File: config.mk
export PLATFORM = sky130hd
export DESIGN_NAME = uart_rx_char
export DESIGN_NICKNAME = d
export VERILOG_FILES = /design/src/rtl/uart_rx_char.sv
export SDC_FILE = /design/constraint.sdc
export NUM_CORES = 1
export LEC_CHECK = 0
export BUFFER_PORTS_ARGS = -buffer_cell sky130_fd_sc_hd__buf_2
export CORE_UTILIZATION = 47
export DETAILED_ROUTE_END_ITERATION = 10
export MAX_ROUTING_LAYER = met4
export PLACE_DENSITY = 0.66
export SLEW_MARGIN = 40
export SYNTH_ARGS = -nofsm -noshare
export SYNTH_HDL_FRONTEND = slang
export SYNTH_SLANG_ARGS = --single-unit
File: constraint.sdc
create_clock -name i_clk -period 2.6 [get_ports i_clk]
set_input_delay 0.39 -clock i_clk [delete_from_list [all_inputs] [get_ports i_clk]]
set_output_delay 0.39 -clock i_clk [all_outputs]
set_load 0.03 [all_outputs]
File: src/rtl/uart_rx_char.sv
// 8N1 serial character receiver with 2-FF input synchronizer and mid-bit sampling.
// Define UART_RX_PARITY_EN to receive 8E1 frames with a live o_perr strobe.
module uart_rx_char #(
  parameter int D = 234
) (
  input  logic       i_clk,
  input  logic       i_rst_n,
  input  logic       i_rxd,
  output logic [7:0] o_data,
  output logic       o_valid,
  output logic       o_ferr,
  output logic       o_perr,
  output logic       o_led,
  output logic [2:0] o_state
);

  localparam int CW = $clog2(D);
  localparam logic [CW-1:0] HALF_LOAD = CW'(D / 2 - 1);
  localparam logic [CW-1:0] FULL_LOAD = CW'(D - 1);

  typedef enum logic [2:0] {
    S_IDLE   = 3'd0,
    S_START  = 3'd1,
    S_DATA   = 3'd2,
`ifdef UART_RX_PARITY_EN
    S_PARITY = 3'd3,
`endif
    S_STOP   = 3'd4,
    S_BREAK  = 3'd5
  } state_t;

  state_t         state;
  logic           sync1;
  logic           rxd_s;
  logic [CW-1:0]  clk_cnt;
  logic [3:0]     bit_cnt;
  logic [7:0]     shreg;
`ifdef UART_RX_PARITY_EN
  logic           par_bad;
`endif

  assign o_state = state;

  always_ff @(posedge i_clk or negedge i_rst_n) begin
    if (!i_rst_n) begin
      sync1 <= 1'b1;
      rxd_s <= 1'b1;
    end else begin
      sync1 <= i_rxd;
      rxd_s <= sync1;
    end
  end

  // clk_cnt counts down to the next sample point and reloads there.
  always_ff @(posedge i_clk or negedge i_rst_n) begin
    if (!i_rst_n) begin
      state   <= S_IDLE;
      clk_cnt <= '0;
      bit_cnt <= '0;
      shreg   <= '0;
      o_data  <= 8'h00;
      o_valid <= 1'b0;
      o_ferr  <= 1'b0;
      o_led   <= 1'b0;
`ifdef UART_RX_PARITY_EN
      o_perr  <= 1'b0;
      par_bad <= 1'b0;
`endif
    end else begin
      o_valid <= 1'b0;
      o_ferr  <= 1'b0;
`ifdef UART_RX_PARITY_EN
      o_perr  <= 1'b0;
`endif
      case (state)
        S_IDLE: begin
          if (!rxd_s) begin
            state   <= S_START;
            clk_cnt <= HALF_LOAD;
            bit_cnt <= '0;
          end
        end
        S_START: begin
          if (clk_cnt == '0) begin
            if (rxd_s) begin
              state <= S_IDLE;
            end else begin
              state   <= S_DATA;
              clk_cnt <= FULL_LOAD;
            end
          end else begin
            clk_cnt <= clk_cnt - 1'b1;
          end
        end
        S_DATA: begin
          if (clk_cnt == '0) begin
            shreg   <= {rxd_s, shreg[7:1]};
            bit_cnt <= bit_cnt + 1'b1;
            clk_cnt <= FULL_LOAD;
            if (bit_cnt == 4'd7) begin
`ifdef UART_RX_PARITY_EN
              state <= S_PARITY;
`else
              state <= S_STOP;
`endif
            end
          end else begin
            clk_cnt <= clk_cnt - 1'b1;
          end
        end
`ifdef UART_RX_PARITY_EN
        S_PARITY: begin
          if (clk_cnt == '0) begin
            par_bad <= (rxd_s != ^shreg);
            clk_cnt <= FULL_LOAD;
            state   <= S_STOP;
          end else begin
            clk_cnt <= clk_cnt - 1'b1;
          end
        end
`endif
        S_STOP: begin
          if (clk_cnt == '0) begin
            if (rxd_s) begin
              state <= S_IDLE;
`ifdef UART_RX_PARITY_EN
              if (par_bad) begin
                o_perr <= 1'b1;
              end else begin
                o_data  <= shreg;
                o_valid <= 1'b1;
                o_led   <= ~o_led;
              end
`else
              o_data  <= shreg;
              o_valid <= 1'b1;
              o_led   <= ~o_led;
`endif
            end else begin
              // Framing error outranks parity; wait out the low line in BREAK.
              o_ferr <= 1'b1;
              state  <= S_BREAK;
            end
          end else begin
            clk_cnt <= clk_cnt - 1'b1;
          end
        end
        S_BREAK: begin
          if (rxd_s) state <= S_IDLE;
        end
        default: state <= S_IDLE;
      endcase
    end
  end

`ifndef UART_RX_PARITY_EN
  assign o_perr = 1'b0;
`endif

endmodule

# Word-level counts from Yosys, hierarchy flattened
# Index checks and enable logic that the tools add are counted.
# Widths: inputs -> output; s select.
# op_classes
mux	24
n_eq_ne	13
reduce_logical	9
n_bitwise	1
addsub	2
# ops
cell	n
$mux 8	5
$pmux 8 s4	1
$mux 3	7
$pmux 3 s5	1
$ne 2x2->1 const B	7
$logic_not 8->1	1
$mux 4	2
$pmux 4 s2	1
$sub 8x1->8 const B	1
$eq 3x3->1 const B	2
$mux 1	6
$reduce_and 3->1	2
$reduce_and 6->1	1
$add 4x1->4 const B	1
$eq 4x3->1 const B	1
$reduce_and 4->1	1
$reduce_bool 4->1	1
$eq 3x1->1 const B	1
$eq 3x2->1 const B	1
$logic_not 3->1	1
$ne 3x3->1 const B	1
$mux 2	1
$reduce_and 2->1	1
$reduce_bool 2->1	1
$not 1->1	1
# totals
regBits	36
in_bits	3
output_inout_bits	15

# Depth between registers and ports, before layout
# depth
word_depth	4
depth_mapped	8

# Least setup slack after synthesis
# Ideal clock, no wire load.
# synth_path
kind	reg-to-reg
startpoint	register state[0] (netlist: o_state[0])
endpoint	register clk_cnt[5]
setup_ns	0.139
synth_period_minus_slack_ns	2.139
t_arrival_ns	2.001
n_path_buf	2
stages_incl_launch_ff	8
setup_slack_ns	0.461
path_cell_list	dfrtp_1 -> clkbuf_1 -> nor3b_1 -> nor2_1 -> o21ai_1 -> buf_2 -> a31oi_1 -> or4_1
# synth_between
elab_chain_cells	3
elab_cells_between_ends	10
cone_classes	6 x eq/ne; 1 x mux; 3 x reduce/logical
# synth_lines
element	line_no	text
start: declaration	32	state_t state;
start signal: assignment	57	state <= S_IDLE;
start signal: assignment	78	state <= S_START;
start signal: assignment	86	state <= S_IDLE;
$eq 3x1->1, or another cell as far along	75	case (state)
$ne 3x3->1 (no line), or another cell as far along	--	
$reduce_and 4->1 (no line)	--	
end signal: assignment	92	clk_cnt <= clk_cnt - 1'b1;
end signal: assignment	108	clk_cnt <= clk_cnt - 1'b1;
end signal: assignment	145	clk_cnt <= clk_cnt - 1'b1;
end: declaration	35	logic [CW-1:0] clk_cnt;
# Several ways; a longest one is shown, not always the timed one.
# A chain may end at the register's enable or synchronous reset.

# Worst setup path in the final report
# layout_path
startpoint	register clk_cnt[4]
endpoint	register clk_cnt[5]
# layout_between
elab_chain_cells	3
elab_cells_between_ends	9
cone_classes	1 x add/sub; 2 x eq/ne; 4 x mux; 2 x reduce/logical
# layout_lines
element	line_no	text
$sub 8x1->8 or $logic_not 8->1 (tied branches)	--	
$mux 8, or another cell as far along	123	if (clk_cnt == '0) begin
$pmux 8 s4 or $reduce_and 4->1 (tied branches)	--	
# Several ways; a longest one is shown, not always the timed one. The select of a mux whose other input is x is not followed.

==> flow_summary.ini <==
[run_status]
status = finished clean

[route]
dr.pass1.iters = 4
drt_iter0_drc = 83
ant_nets = 0
drc_errors = 0
via_count = 1343
wl_per_cell_um = 14.99
drt-vias-per-instance = 5.764
drt-total-wl_mm = 3.493

[clock_tree]
cts_resized = 0
path_clk_slew_ns = 0.07
tritoncts = yes
cts_root_buf = clkbuf_8
htreeDepth = 2
cts_hold_buf = 0
cts_buffers = 5
clk_latency_ns = 0.29
clockBufferDepth = 2
post_cts_buffers = 0
cts.sinks = 36

[cells_and_area]
drive_gt1_share_pct = 27.27
nFillCells = 303
regArea_um2 = 903.4
fin_nets = 192
multi_input_area_um2 = 798.3
finish.utilization_pct = 57.50
area_delta_synth_final_pct = 13.13
antennaDiodeCount = 0

[timing]
worst_pin_slew_ns = 0.5977
hold_violations = 0
slew_viol_final = 0
setup_viol = 0
fmax_mhz = 463.9
max_slew_margin_pct = 60.16
rsz0062_at_grt = no
tns_ns = 0
fin_crit_sh_pct = 82.91
skew_ns = 0.007311
min_period_ns = 2.156

[yosys]
yosys-top-cells-area = dfrtp_1, mux2_2, nand2_1, dfstp_2, nor2_1
syn-num-nets = 171
syn_area_um2 = 1763
synthAdderAreaFrac_pct = 1.419
yosysWarnings = 0
seq_area_frac_synth_pct = 51.24
synth-simple-area-share_pct = 17.89
ys.flop_type = dfrtp_1
synth_edf_count = 0
synth_xor_area_share_pct = 1.987
synth_top_family_by_area = simple AND/OR/NAND/NOR gates
synth-seq-cells = 36
async_flop_share_pct = 100.0
synth.distinct_cells = 45
yosys.area.top_type = dfrtp_1
muxShareOfSynthArea_pct = 10.22
syn_avg_cell_area_um2 = 10.62
synth_top_area_share_pct = 48.26
synth_compound_area_share_pct = 13.56
syn-instance-count = 166

[placed_design]
dp_hpwl_mm = 2.441
numPortBuffers = 16
gp_congestion = 0.8406

[global_route]
grt_pass1_vias = 1352
grt_use_total_pct = 21.09
antenna_found_initial = 0
grt_pass1_wl_mm = 6.320
overflow = 0
grt_max_degree = 37

[die]
die_h_um = 63.25
io_pins = 18
initial_core_util_pct = 50.83
core_um2 = 3468
rows = 21
dieArea_um2 = 4000
dieWidth_um = 63.25

[worst_setup_path]
worstPathMaxFanout = 10
critPathCaptureType = flip-flop
critPathLaunchType = flip-flop
worst_ep_arrival_time_ns = 2.32
critical_path_required_ns = 2.76
path_class = flip-flop to flip-flop

[power_and_ir_drop]
power_density_nw_per_um2 = 475.6
leakagePower_nw = 0.9907
peakVddDrop_mv = 0.3333

[run]
cap_violations = 0

[worst_hold_path]
min_path_type = input port to asynchronous set/reset pin
## sequential cells by signal, summed over array words and instances, names as in the netlist
signal and count:
clk_cnt 8, o_data 8, shreg 8, bit_cnt 4, o_state 3, o_ferr 1, o_led 1, o_valid 1
rxd_s 1, sync1 1
## synth_stat cells (4+ instances only)
cell      instances
o21ai_0           6
nor3_1            4
a21oi_1           6
nand2b_1          5
mux2_2           15
nand2_1          18
clkbuf_1          7
a31oi_1           4
inv_1             6
nor2_1           10
dfrtp_1          34
## per-stage QoR
step | instance area, µm² | cells | worst slack (ns) | hold WS [ns] | total power [W]
floorplan | 1763 | 166 | 0.4609 | 0.09441 | 0.0005821
global placement | 1914 | 226 | 0.5204 | 0.3477 | 0.0005939
detailed placement | 1914 | 226 | 0.4629 | 0.3475 | 0.0005945
CTS | 1992 | 233 | 0.4443 | 0.1954 | 0.0009631
global route | 1994 | 233 | 0.3273 | 0.08439 | 0.0009859
finish | 1994 | 233 | 0.4443 | 0.05086 | 0.0009485
## path summary, 6_finish.rpt
path,cells after the start,startpoint,end,slack [ns]
max,6,clk_cnt[4]$_DFFE_PN0P_,clk_cnt[5]$_DFFE_PN0P_,0.44
min,1,i_rst_n,o_data[1]$_DFFE_PN0P_,0.05
max reg2reg,6,clk_cnt[4]$_DFFE_PN0P_,clk_cnt[5]$_DFFE_PN0P_,0.44
min reg2reg,0,sync1$_DFF_PN1_,rxd_s$_DFF_PN1_,0.36
max in group asynchronous,1,i_rst_n,rxd_s$_DFF_PN1_,2.20
min in group i_clk,1,i_rxd,sync1$_DFF_PN1_,0.20
## cell type report
cell class | count | area share, %
Sequential cell | 36 | 45.29
Inverter | 6 | 1.129
Timing Repair Buffer | 23 | 6.775
Clock inverter | 1 | 0.2509
Clock buffer | 6 | 3.639
Tap cell | 46 | 2.886
Multi-Input combinational cell | 115 | 40.03
## critical path, cell delays in order, from the launching register on
cell and delay (ns):
dfrtp_1 0.44, or4_4 0.60, nor3_4 0.14, o21ai_1 0.11, buf_4 0.19, and3_1 0.16, or4_1 0.39
## placed cells by master, fill, tap and decap left out, types with 3 or more instances in the layout
master | netlist | layout
nor4_1 | 3 | 3
nand2b_1 | 5 | 5
buf_2 | 1 | 15
o211ai_1 | 3 | 3
o21ai_0 | 6 | 6
inv_1 | 6 | 6
nor2_1 | 10 | 10
buf_4 | 1 | 8
a22o_1 | 3 | 3
a31oi_1 | 4 | 4
a21oi_1 | 6 | 6
nand4b_1 | 3 | 3
nor3_1 | 4 | 4
xnor2_1 | 3 | 3
mux2_2 | 15 | 15
dfrtp_1 | 34 | 34
clkbuf_8 | 0 | 5
nand2_1 | 18 | 18
## report_power, final
| part | internal, W | total (W) | switching (W) |
|---|---|---|---|
| Clock | 0.000182 | 0.000365 | 0.000183 |
| Combinational | 0.00000317 | 0.0000183 | 0.0000151 |
| Sequential | 0.000563 | 0.000565 | 0.00000236 |
## routing by layer
metal	vias to the layer above	global-route usage, %	routed length (µm)
met5	-	-	0
li1	641	-	-
met1	655	26.09	1525
met3	7	4.891	172
met2	40	32.80	1737
met4	0	9.659	57
## cell families after synthesis
logic type / count (synthesis)
compound gates: 35
xor+xnor: 4
fa+ha+maj: 2
buf+inv: 15
flops: 36
mux: 16
other cells: 1
simple gates: 57
Note: power is estimated with default switching activity, not from simulation.
